## src/rtl/host_seq_pkg.sv

```systemverilog
// Shared definitions for the host sequencer: run-state encoding, default
// memory map / timeout, and the byte-address helper.
package host_seq_pkg;

  localparam logic [7:0]  DEFAULT_IN_ADDR  = 8'd0;
  localparam logic [7:0]  DEFAULT_OUT_ADDR = 8'd2;
  localparam logic [15:0] DEFAULT_TIMEOUT  = 16'd4096;

  typedef enum logic [3:0] {
    IDLE      = 4'd0,
    WR_LO     = 4'd1,
    WR_HI     = 4'd2,
    START     = 4'd3,
    WAIT_DONE = 4'd4,
    RD_LO     = 4'd5,
    RD_HI     = 4'd6,
    RD_CAP    = 4'd7,
    RESP      = 4'd8
  } state_e;

  // Low/high byte address of a 16-bit word; wraps modulo 256 by construction.
  function automatic logic [7:0] byte_addr(input logic [7:0] base, input logic hi);
    return base + {7'd0, hi};
  endfunction

endpackage

```

## src/rtl/sat_counter.sv

```systemverilog
// Up-counter with synchronous clear and enable that sticks at all-ones.
// count_next is exposed so the owner can act on the value being loaded.
module sat_counter #(
  parameter int unsigned WIDTH = 16
) (
  input  logic             clk,
  input  logic             rst_n,
  input  logic             clr,
  input  logic             en,
  output logic [WIDTH-1:0] count,
  output logic [WIDTH-1:0] count_next
);

  localparam logic [WIDTH-1:0] CNT_MAX = {WIDTH{1'b1}};
  localparam logic [WIDTH-1:0] CNT_ONE = {{(WIDTH-1){1'b0}}, 1'b1};

  // Next count: clear wins, then saturating increment.
  always_comb begin
    count_next = count;
    if (clr) begin
      count_next = '0;
    end else if (en && (count != CNT_MAX)) begin
      count_next = count + CNT_ONE;
    end else begin
      count_next = count;
    end
  end

  // Count register.
  always_ff @(posedge clk or negedge rst_n) begin
    if (!rst_n) begin
      count <= '0;
    end else begin
      count <= count_next;
    end
  end

endmodule

```

## src/rtl/host_sequencer.sv

```systemverilog
// Host-side run sequencer: writes an operand into CPU data memory, pulses
// start, waits (bounded) for done, reads the result back and offers it.
module host_sequencer
  import host_seq_pkg::*;
#(
  parameter logic [7:0]  IN_ADDR  = DEFAULT_IN_ADDR,
  parameter logic [7:0]  OUT_ADDR = DEFAULT_OUT_ADDR,
  parameter logic [15:0] TIMEOUT  = DEFAULT_TIMEOUT
) (
  input  logic        clk,
  input  logic        reset,
  input  logic        in_valid,
  input  logic [15:0] in_data,
  output logic        in_ready,
  output logic        start,
  input  logic        done,
  output logic        mem_we,
  output logic        mem_re,
  output logic [7:0]  mem_addr,
  output logic [7:0]  mem_wdata,
  input  logic [7:0]  mem_rdata,
  output logic        out_valid,
  input  logic        out_ready,
  output logic [15:0] out_data,
  output logic        out_timeout,
  output logic [15:0] out_cycles
);

  state_e      state_r;
  state_e      state_s;
  logic [7:0]  operand_hi_r;
  logic        armed_r;
  logic        accept_s;
  logic        done_take_s;
  logic        timeout_hit_s;
  logic        cnt_clr_s;
  logic        cnt_en_s;
  logic [15:0] cnt_next_s;
  logic [7:0]  addr_s;
  logic [7:0]  wdata_s;

  assign accept_s      = (state_r == IDLE) && in_valid && in_ready;
  assign done_take_s   = (state_r == WAIT_DONE) && armed_r && done;
  assign timeout_hit_s = (state_r == WAIT_DONE) && (cnt_next_s >= TIMEOUT);
  assign cnt_clr_s     = (state_r == START);
  assign cnt_en_s      = (state_r == WAIT_DONE);

  sat_counter #(.WIDTH(16)) u_cycles (
    .clk        (clk),
    .rst_n      (reset),
    .clr        (cnt_clr_s),
    .en         (cnt_en_s),
    .count      (out_cycles),
    .count_next (cnt_next_s)
  );

  // Run sequencing; completion beats timeout when both land on the same cycle.
  always_comb begin
    state_s = state_r;
    case (state_r)
      IDLE:      if (accept_s) state_s = WR_LO; else state_s = IDLE;
      WR_LO:     state_s = WR_HI;
      WR_HI:     state_s = START;
      START:     state_s = WAIT_DONE;
      WAIT_DONE: begin
        if (done_take_s) begin
          state_s = RD_LO;
        end else if (timeout_hit_s) begin
          state_s = RESP;
        end else begin
          state_s = WAIT_DONE;
        end
      end
      RD_LO:     state_s = RD_HI;
      RD_HI:     state_s = RD_CAP;
      RD_CAP:    state_s = RESP;
      RESP:      if (out_ready) state_s = IDLE; else state_s = RESP;
      default:   state_s = IDLE;
    endcase
  end

  // Memory bus decode for the state being entered, so the bus is registered.
  always_comb begin
    addr_s  = 8'h00;
    wdata_s = 8'h00;
    case (state_s)
      WR_LO: begin
        addr_s  = byte_addr(IN_ADDR, 1'b0);
        wdata_s = in_data[7:0];
      end
      WR_HI: begin
        addr_s  = byte_addr(IN_ADDR, 1'b1);
        wdata_s = operand_hi_r;
      end
      RD_LO:   addr_s = byte_addr(OUT_ADDR, 1'b0);
      RD_HI:   addr_s = byte_addr(OUT_ADDR, 1'b1);
      default: begin
        addr_s  = 8'h00;
        wdata_s = 8'h00;
      end
    endcase
  end

  // Operand latch and armed flag (armed only after done has been seen low).
  always_ff @(posedge clk or negedge reset) begin
    if (!reset) begin
      operand_hi_r <= 8'h00;
      armed_r      <= 1'b0;
    end else begin
      if (accept_s) begin
        operand_hi_r <= in_data[15:8];
      end else begin
        operand_hi_r <= operand_hi_r;
      end
      if (state_r == START) begin
        armed_r <= 1'b0;
      end else if ((state_r == WAIT_DONE) && !done) begin
        armed_r <= 1'b1;
      end else begin
        armed_r <= armed_r;
      end
    end
  end

  // State, registered control outputs and result capture.
  always_ff @(posedge clk or negedge reset) begin
    if (!reset) begin
      state_r     <= IDLE;
      in_ready    <= 1'b1;
      start       <= 1'b0;
      out_valid   <= 1'b0;
      mem_we      <= 1'b0;
      mem_re      <= 1'b0;
      mem_addr    <= 8'h00;
      mem_wdata   <= 8'h00;
      out_data    <= 16'h0000;
      out_timeout <= 1'b0;
    end else begin
      state_r   <= state_s;
      in_ready  <= (state_s == IDLE);
      start     <= (state_s == START);
      out_valid <= (state_s == RESP);
      mem_we    <= (state_s == WR_LO) || (state_s == WR_HI);
      mem_re    <= (state_s == RD_LO) || (state_s == RD_HI);
      mem_addr  <= addr_s;
      mem_wdata <= wdata_s;
      if (accept_s) begin
        out_data <= 16'h0000;
      end else if (state_r == RD_HI) begin
        out_data[7:0] <= mem_rdata;
      end else if (state_r == RD_CAP) begin
        out_data[15:8] <= mem_rdata;
      end else begin
        out_data <= out_data;
      end
      if (accept_s) begin
        out_timeout <= 1'b0;
      end else if (timeout_hit_s && !done_take_s) begin
        out_timeout <= 1'b1;
      end else begin
        out_timeout <= out_timeout;
      end
    end
  end

endmodule

```

## config.mk

```make
export PLATFORM = sky130hd
export DESIGN_NAME = host_sequencer
export DESIGN_NICKNAME = d
export VERILOG_FILES = /design/src/rtl/host_seq_pkg.sv /design/src/rtl/sat_counter.sv /design/src/rtl/host_sequencer.sv
export SDC_FILE = /design/constraint.sdc
export NUM_CORES = 1
export LEC_CHECK = 0
export ABC_CLOCK_PERIOD_IN_PS = 6200
export BUFFER_PORTS_ARGS = -buffer_cell sky130_fd_sc_hd__buf_4
export CORE_MARGIN = 2
export CORE_UTILIZATION = 35
export CTS_BUF_LIST = sky130_fd_sc_hd__clkbuf_16
export DETAILED_ROUTE_END_ITERATION = 10
export GPL_TIMING_DRIVEN = 0
export HOLD_SLACK_MARGIN = 0.08
export SLEW_MARGIN = 15
export SYNTH_ARGS = -nofsm -noshare
export SYNTH_HDL_FRONTEND = slang
export SYNTH_SLANG_ARGS = --single-unit
```

## constraint.sdc

```tcl
create_clock -name clk -period 6.2 [get_ports clk]
set_input_delay 0.31 -clock clk [delete_from_list [all_inputs] [get_ports clk]]
set_output_delay 0.31 -clock clk [all_outputs]
set_load 0.01 [all_outputs]
```

==> results of run 1 <==
-- metal layers --
metal | part of all wire, % | up-vias
met3 | 4.9 | 10
met5 | 0 | -
met1 | 45 | 1094
li1 | - | 1092
met4 | 2.2 | 0
met2 | 48 | 58
-- state kept, by name, indices dropped and copies added (netlist names), 2 cells and up --
name	cells
state_r	4
out_data	16
mem_wdata	8
operand_hi_r	8
mem_addr	2
u_cycles.count	16
-- cell type report --
type	count	area share, %
Tap cell	102	3.360
Inverter	1	0.09881
Sequential cell	61	40.22
Clock buffer	9	5.929
Clock inverter	6	1.449
Multi-Input combinational cell	182	31.29
Buffer	18	2.635
Timing Repair Buffer	76	15.02
-- per-stage QoR --
stage                     hold WS [ns]  util (%)  setup WS (ns)  cells
final                          0.05578     49.16          3.645    455
after global routing            0.1296     49.16          3.461    455
after CTS                      0.09848     49.16          3.639    455
after detailed placement        0.4412     45.53          3.667    440
after global placement          0.4378     45.53          3.684    440
after floorplan                0.01441         -          4.009    262
-- how the worst min path moves through the flow --
| stage | endpoint | startpoint | slack (ns) | cells past startpoint |
|---|---|---|---|---|
| after detailed placement | u_cycles.count[1]$_DFF_PN0_ | reset | 0.44 | 1 |
| after floorplan | armed_r$_DFFE_PN0P_ | reset | 0.01 | 0 |
| after global placement | u_cycles.count[1]$_DFF_PN0_ | reset | 0.44 | 1 |
| after CTS | u_cycles.count[1]$_DFF_PN0_ | reset | 0.1 | 1 |
| final | u_cycles.count[0]$_DFF_PN0_ | reset | 0.06 | 1 |
| after global routing | u_cycles.count[1]$_DFF_PN0_ | reset | 0.13 | 1 |
-- power by group --
part,leakage (nW),total [mW],switching [mW],internal [mW]
clock,0.136,0.472,0.168,0.304
sequential,0.800,0.592,0.0715,0.521
combinational,0.904,0.492,0.246,0.246
total,1.84,1.56,0.486,1.07
-- cells in the mapped netlist (5+ instances only) --
library cell	number	share of area, %
mux2_2	8	3.2
dfrtp_1	60	54
nor3_1	8	1.4
nor2_1	30	4.0
a21oi_1	15	2.7
nand2_1	21	2.8
clkbuf_1	8	1.1
buf_4	6	1.6
xor2_1	11	3.4
nand4_1	6	1.3
and3_1	5	1.1
a22o_1	8	2.5
mux2i_1	9	3.2
-- worst max-delay path, stage by stage, from the launching register on --
cell,delay (ns)
dfrtp_1,0.37
buf_6,0.14
or3_1,0.42
nor3_2,0.62
buf_2,0.36
buf_1,0.40
nor2_1,0.10
-- cell families (layout without fill, tap and decap cells) --
group | count (synthesis) | in the layout | synth area share [%]
and+or+nand+nor | 100 | 100 | 19.16
DFF | 61 | 61 | 54.53
AOI/OAI and AO/OA | 46 | 46 | 11.61
buffers and inverters | 19 | 110 | 3.707
muxes | 18 | 18 | 6.967
xor gates and xnor gates | 11 | 11 | 3.439
adders and majority gates | 1 | 1 | 0.4466
other | 1 | 6 | 0.1339
==> out/metrics.cfg, run 1 <==
[critical_path]
rr_worst_depth = 6
worstPathArrival_ns = 2.74
crit_path_end = out_data[4]$_DFFE_PN0P_
rrSetupSlack_ns = 3.65
r2r-start = state_r[0]$_DFF_PN0_
path_max_fanout = 10
cp.required_ns = 6.39
worst-setup-path-type = flip-flop to flip-flop
r2r-end = out_data[4]$_DFFE_PN0P_
end_kind = flip-flop
cp-start-kind = flip-flop
critPathLaunch = state_r[0]$_DFF_PN0_

[timing]
tns_ns = 0
rsz0062_at_grt = false
finalSetupViolations = 0
post-route-period-util_pct = 41.21
skew_ns = 0.003449
tightest_slew_ns = 1.149
hold_violations = 0
max_slew_margin_pct = 22.80
max_freq_mhz = 391.4
final_max_slew_viol_count = 0
period_minus_slack_ns = 2.555

[synth]
synth_area_um2 = 2801
netlist_instances = 257
yosysSeqAreaShare_pct = 54.53
synth-edff-count = 0
synth_cell_types = 48
synth_area_per_cell_um2 = 10.90
postSynthRegisterBits = 61
synthArstFlopShare_pct = 100.0
synth_ff_type = dfrtp_1
yosysWarnings = 0

[clock_tree]
clk_pin_slew_worst_paths_ns = 0.05
cts_num_sinks = 61
htreeDepth = 3
cts_tree = built
postCtsSetupRepairBufs = 0
clockBufferDepth = 2
clock-root-buffer = clkbuf_16
post_cts_resized = 0
cts_inserted_buffers = 9
cts_hold_buf = 0
clkLatencyLatePin_ns = 0.32

[layout]
n_fill_cell = 747
multi_input_area_um2 = 1189
final_common_cell = buf_4
nets = 379
syn2layout_area_growth_pct = 35.60
n_antenna_cell = 0
stdcell_area_um2 = 3799
final_cell_mix = buf_4, dfrtp_1, nor2_1
regArea_um2 = 1528
drive_gt1_share_pct = 33.43

[grt]
grt_use_met2_pct = 25.18
antenna_found_initial = 0
overflow = 0
grtUsageMet1_pct = 21.09
met3_usage_pct = 4.110
globalRoute.busiestLayer = met2
grt_pass1_wl_um = 10870
grt_max_degree = 62
grt_pass1_vias = 2236
grt_usage_pct = 16.25

[detailed_routing]
via_per_inst = 4.954
drtAntennaViolNets = 0
vias = 2254
postRouteWirelength_um = 6593
drt_iter0_markers = 88
drc_errors = 0
drtPass1Iterations = 4
wl_per_cell_um = 14.49

[job]
drv_cap = 0

[placement]
globalplace.congestion = 0.7655
dpl.hpwl_um = 4685
port-buffer-count = 76
placedInstanceArea_um2 = 3518

[floorplan]
die_h_um = 93.47
ioPinCount = 83
start_util_pct = 36.25
dieWidth_um = 93.47
dieArea_um2 = 8736
rows = 32
core_area_um2 = 7727

[min_path]
min_path_type = input port to async pin

[power_and_ir_drop]
power_density_nw_per_um2 = 409.7
vdd_ir_drop_max_mv = 0.1707
power_mw = 1.556
leakagePower_nw = 1.840

[run_status]
status = finished clean

Note: power is estimated with default switching activity, not from simulation.
==> run 2, diff against run 1 <==
Settings changed: ABC_AREA set to 1, ABC_CLOCK_PERIOD_IN_PS 6200 to 2190.
Clock period 6.2 ns to 2.19 ns, I/O delays scaled along.
==> run 2 against run 1 <==
Against the previous run:
- synthesized area rose by 1.1%
- largest power group unchanged
- design area is 6.5% higher
- synthesized cell count grew 21%
- critical path depth rose by 5
- count of clock-buffer cells in the layout stayed put
- largest cell class unchanged
- die area increased by 1.1%
- register-to-register slack got worse by 3.4 ns
==> out/metrics.cfg, run 2 <==
[grt]
grt_pass1_wl_um = 11620
grt_pass1_vias = 2480
grt_max_degree = 62
grt_usage_pct = 17.03
antenna_found_initial = 0
overflow = 0

[run_status]
status = finished clean

[timing]
tightest_slew_ns = 0.7510
setup_slack_ns = 0.2812
finalSetupViolations = 0
final_max_slew_viol_count = 0
max_freq_mhz = 523.9
post-route-period-util_pct = 87.16
tns_ns = 0
period_minus_slack_ns = 1.909
rsz0062_at_grt = false
max_slew_margin_pct = 49.94
hold_violations = 0
skew_ns = 0.006840

[detailed_routing]
wl_per_cell_um = 12.91
drc_errors = 0
drtPass1Iterations = 4
via_per_inst = 4.672
drt_iter0_markers = 96
drtAntennaViolNets = 0
vias = 2462
postRouteWirelength_um = 6806

[clock_tree]
cts_num_sinks = 61
cts_inserted_buffers = 9
clock-root-buffer = clkbuf_16
cts_tree = built
clockBufferDepth = 2
post_cts_resized = 0
clk_pin_slew_worst_paths_ns = 0.05
clkLatencyLatePin_ns = 0.32
htreeDepth = 3

[layout]
multi_input_area_um2 = 1110
regArea_um2 = 1528
n_fill_cell = 747
top_regs = out_data: 16 flops, u_cycles.count: 16 flops
stdcell_count = 527
final_cell_mix = nand2_1, buf_4, dfrtp_1
n_antenna_cell = 0
drive_gt1_share_pct = 30.82
stdcell_area_um2 = 4045
nets = 451
syn2layout_area_growth_pct = 42.80
final_common_cell = nand2_1

[critical_path]
critPathLaunch = u_cycles.count[0]$_DFF_PN0_
path_max_fanout = 10
end_kind = flip-flop
cp.required_ns = 2.41
worst-setup-path-type = flip-flop to flip-flop
cp-start-kind = flip-flop
worstPathArrival_ns = 2.13
r2r-start = u_cycles.count[0]$_DFF_PN0_

[synth]
yosysWarnings = 0
synth-edff-count = 0
synth_area_um2 = 2833
synth_area_per_cell_um2 = 9.138
synth-compound-area-share_pct = 10.56
postSynthRegisterBits = 61
synth_cell_types = 38
netlist_instances = 310
yosysSeqAreaShare_pct = 53.93
synth_top_family_by_area = simple AND/OR/NAND/NOR gates
synthMuxAreaShare_pct = 0
yosys.area.top_type_share_pct = 53.00
synth_fa_ha_area_share_pct = 0.4417
yosysMostFrequentCell = nand2_1
synth_ff_type = dfrtp_1
yosys.area.top_type = dfrtp_1
synthArstFlopShare_pct = 100.0
synth-simple-area-share_pct = 27.39
synthTopCellsByCount = nand2_1, dfrtp_1, inv_1
synth_xor_area_share_pct = 0
ys_top_cells_by_area = dfrtp_1, nand2_1, o21ai_0

[floorplan]
core_area_um2 = 7767
dieArea_um2 = 8829
ioPinCount = 83
rows = 32
dieWidth_um = 93.97
start_util_pct = 36.47
die_h_um = 93.97

[power_and_ir_drop]
leakagePower_nw = 2.098
power_density_nw_per_um2 = 1172
vdd_ir_drop_max_mv = 0.6880

[placement]
place_ws_ns = 0.2798
port-buffer-count = 76
dpl.hpwl_um = 4802
placedInstanceArea_um2 = 3550
globalplace.congestion = 0.8100
placed_cells = 493

[job]
drv_cap = 0

[min_path]
min_from = mem_rdata[4]
min_path_type = input port to flip-flop

## run 2: critical path: stages (launching register included)
cell	delay, ns
dfrtp_1	0.41
ha_1	0.22
nand3_1	0.10
inv_1	0.09
nand4_1	0.14
buf_6	0.16
nand2_2	0.09
nor2_1	0.14
nand2_1	0.07
inv_1	0.08
nand2_1	0.05
a221oi_1	0.23
## run 2: kinds of logic after synthesis
logic type	count (synthesis)
compound gates	45
fa+ha+maj	1
other cells	1
simple gates	157
buf+inv	45
flops	61
## run 2: final timing paths
kind                                                    end  slack, ns  cells past startpoint
max in group asynchronous           out_data[5]$_DFFE_PN0P_       1.28                      2
worst max-delay path            u_cycles.count[5]$_DFF_PN0_       0.28                     11
min in group asynchronous       u_cycles.count[2]$_DFF_PN0_       0.40                      2
worst min-delay path                out_data[4]$_DFFE_PN0P_       0.09                      3
worst max register to register  u_cycles.count[5]$_DFF_PN0_       0.28                     11
worst min register to register  operand_hi_r[6]$_DFFE_PN0P_       0.48                      2
## run 2: where the power goes
group,total [mW],switching (mW),internal [mW]
clock network,1.46,0.478,0.978
logic,1.59,0.888,0.701
registers,1.70,0.214,1.48
total,4.74,1.58,3.16
## run 2: cell type report
class	instances	area share, %
Buffer	13	2.196
Multi-Input combinational cell	209	27.44
Clock inverter	6	1.980
Clock buffer	9	5.568
Tap cell	102	3.155
Sequential cell	61	37.77
Inverter	32	3.093
Timing Repair Buffer	95	18.81
## run 2: timing repair
item                      CTS  global route
hold buffers               19             0
hold endpoints to repair   79             0
setup buffers               0             0
## run 2: per-stage QoR
stage               utilization, %  power [mW]  hold slack (ns)
finish                       52.08       4.740          0.09022
global route                 52.08       5.056          0.09438
floorplan                        -       2.625          -0.1861
detailed placement           45.70       3.301           0.2454
global placement             45.70       3.270           0.2427
CTS                          52.08       4.804          0.08222
## run 2: metal layers
| metal | track usage [%] | vias up | wire [µm] |
|---|---|---|---|
| met1 | 20.38 | 1165 | 2927 |
| met4 | 3.986 | 0 | 68 |
| met5 | 0 | - | 0 |
| li1 | - | 1215 | - |
| met3 | 6.822 | 7 | 502 |
| met2 | 28.75 | 75 | 3307 |
==> run 3, diff against run 2 <==
Settings changed: PLACE_DENSITY set to 0.66.
==> run 3 against run 2 <==
Against the previous run:
- sequential cell count did not move
- global-route usage fell by 0.29 points
- via count fell by 0.41%
- largest power group unchanged
- highest routed layer unchanged
==> out/metrics.cfg, run 3 (synthesized netlist as in run 2, its figures left out) <==
[run_status]
status = finished clean

[critical_path]
cp_top_family = simple AND/OR/NAND/NOR gates
crit_slowest_cell = dfrtp_1
critPathBufInv = 3
path_cells = ha_1 -> nand3_1 -> inv_1 -> nand4_1 -> buf_6 -> nand2_2 -> nor2_1 -> nand2_1 -> inv_1 -> nand2_1 -> a221oi_1
end_kind = flip-flop
cpPeakStageDelay_ns = 0.41
cp_num_cells = 11
rr_worst_depth = 11
worstPathArrival_ns = 2.14
cp-start-kind = flip-flop
path_max_fanout = 10
worst-setup-path-type = flip-flop to flip-flop
cp.required_ns = 2.40

[layout]
drive_gt1_share_pct = 31.06
top_regs = out_data: 16 flops, u_cycles.count: 16 flops
final_cell_mix = nand2_1, buf_4, dfrtp_1
nets = 450
final_common_cell = nand2_1
stdcell_count = 527
syn2layout_area_growth_pct = 42.49
stdcell_area_um2 = 4036
n_antenna_cell = 0
post-route-util_pct = 51.97

[detailed_routing]
drt_iter0_markers = 75
wl_per_cell_um = 13.23
via_per_inst = 4.653
drc_errors = 0
drtPass1Iterations = 4
drtAntennaViolNets = 0
vias = 2452
postRouteWirelength_um = 6973

[power_and_ir_drop]
power_mw = 4.753
leakagePower_nw = 2.097
power_density_nw_per_um2 = 1178
vdd_ir_drop_max_mv = 0.5539

[placement]
placedInstanceArea_um2 = 3550
dpl.hpwl_um = 4764
port-buffer-count = 76
placed_cells = 493
globalplace.congestion = 0.8449

[floorplan]
dieWidth_um = 93.97
rows = 32
die_h_um = 93.97
ioPinCount = 83
core_area_um2 = 7767
dieArea_um2 = 8829
start_util_pct = 36.47

[timing]
post-route-period-util_pct = 88.35
rsz0062_at_grt = false
max_slew_margin_pct = 48.21
finalSetupViolations = 0
skew_ns = 0.006519
max_freq_mhz = 516.8
tightest_slew_ns = 0.7768
tns_ns = 0
hold_violations = 0
final_max_slew_viol_count = 0
period_minus_slack_ns = 1.935

[clock_tree]
post_cts_resized = 0
cts_inserted_buffers = 9
clkLatencyLatePin_ns = 0.32
htreeDepth = 3
clockBufferDepth = 2
clk_pin_slew_worst_paths_ns = 0.05
cts_hold_buf = 18
clock-root-buffer = clkbuf_16
postCtsSetupRepairBufs = 0
cts_tree = built
cts_num_sinks = 61

[min_path]
min_path_type = input port to flip-flop
whs_path_depth = 3

[job]
drv_cap = 0

[grt]
grt_pass1_wl_um = 11490
grt_max_degree = 62
grt_usage_pct = 16.73
overflow = 0
grt_pass1_vias = 2479
antenna_found_initial = 0

[run 3: cell types whose count changed in the layout (fill, tap and decap cells not counted)]
cell / delta
clkinv_2: +2
clkinv_4: -1
dlygate4sd3_1: -1
[run 3: final cells by class]
class | instances | area (µm²)
Inverter | 32 | 125.1
Clock inverter | 7 | 81.33
Tap cell | 102 | 127.6
Sequential cell | 61 | 1528
Clock buffer | 9 | 225.2
Buffer | 13 | 88.84
Timing Repair Buffer | 94 | 750.7
Fill cell | 758 | 3731
Multi-Input combinational cell | 209 | 1110
[run 3: stage by stage]
step	hold WS [ns]	setup WS, ns
floorplan	-0.1861	0.4649
global route	0.09336	0.03073
CTS	0.08010	0.2625
finish	0.08525	0.2551
global placement	0.2352	0.3155
detailed placement	0.2439	0.2742
[run 3: metal layers]
metal	routed length, µm	global-route usage (%)	vias up
li1	-	-	1222
met1	3069	21.22	1144
met2	3308	26.79	78
met3	493	5.698	8
met4	102	5.556	0
met5	0	0	-
[run 3: worst register-to-register path: stages (launching register included)]
cell and delay [ns]:
dfrtp_1 0.41, ha_1 0.22, nand3_1 0.11, inv_1 0.10, nand4_1 0.13, buf_6 0.15
nand2_2 0.09, nor2_1 0.14, nand2_1 0.06, inv_1 0.09, nand2_1 0.06, a221oi_1 0.26
[run 3: report_power, final]
part	switching, mW	internal (mW)
registers	0.214	1.48
logic	0.896	0.700
clock network	0.483	0.978
total	1.59	3.16
[run 3: path summary, 6_finish.rpt]
| check | endpoint | slack, ns | from |
|---|---|---|---|
| setup / recovery | u_cycles.count[5]$_DFF_PN0_ | 0.26 | u_cycles.count[0]$_DFF_PN0_ |
| max in group asynchronous | mem_wdata[3]$_DFF_PN0_ | 1.26 | reset |
| hold / removal | out_data[0]$_DFFE_PN0P_ | 0.09 | mem_rdata[0] |
| hold reg to reg | operand_hi_r[0]$_DFFE_PN0P_ | 0.49 | operand_hi_r[0]$_DFFE_PN0P_ |
| setup reg to reg | u_cycles.count[5]$_DFF_PN0_ | 0.26 | u_cycles.count[0]$_DFF_PN0_ |
| min in group asynchronous | u_cycles.count[11]$_DFF_PN0_ | 0.40 | reset |
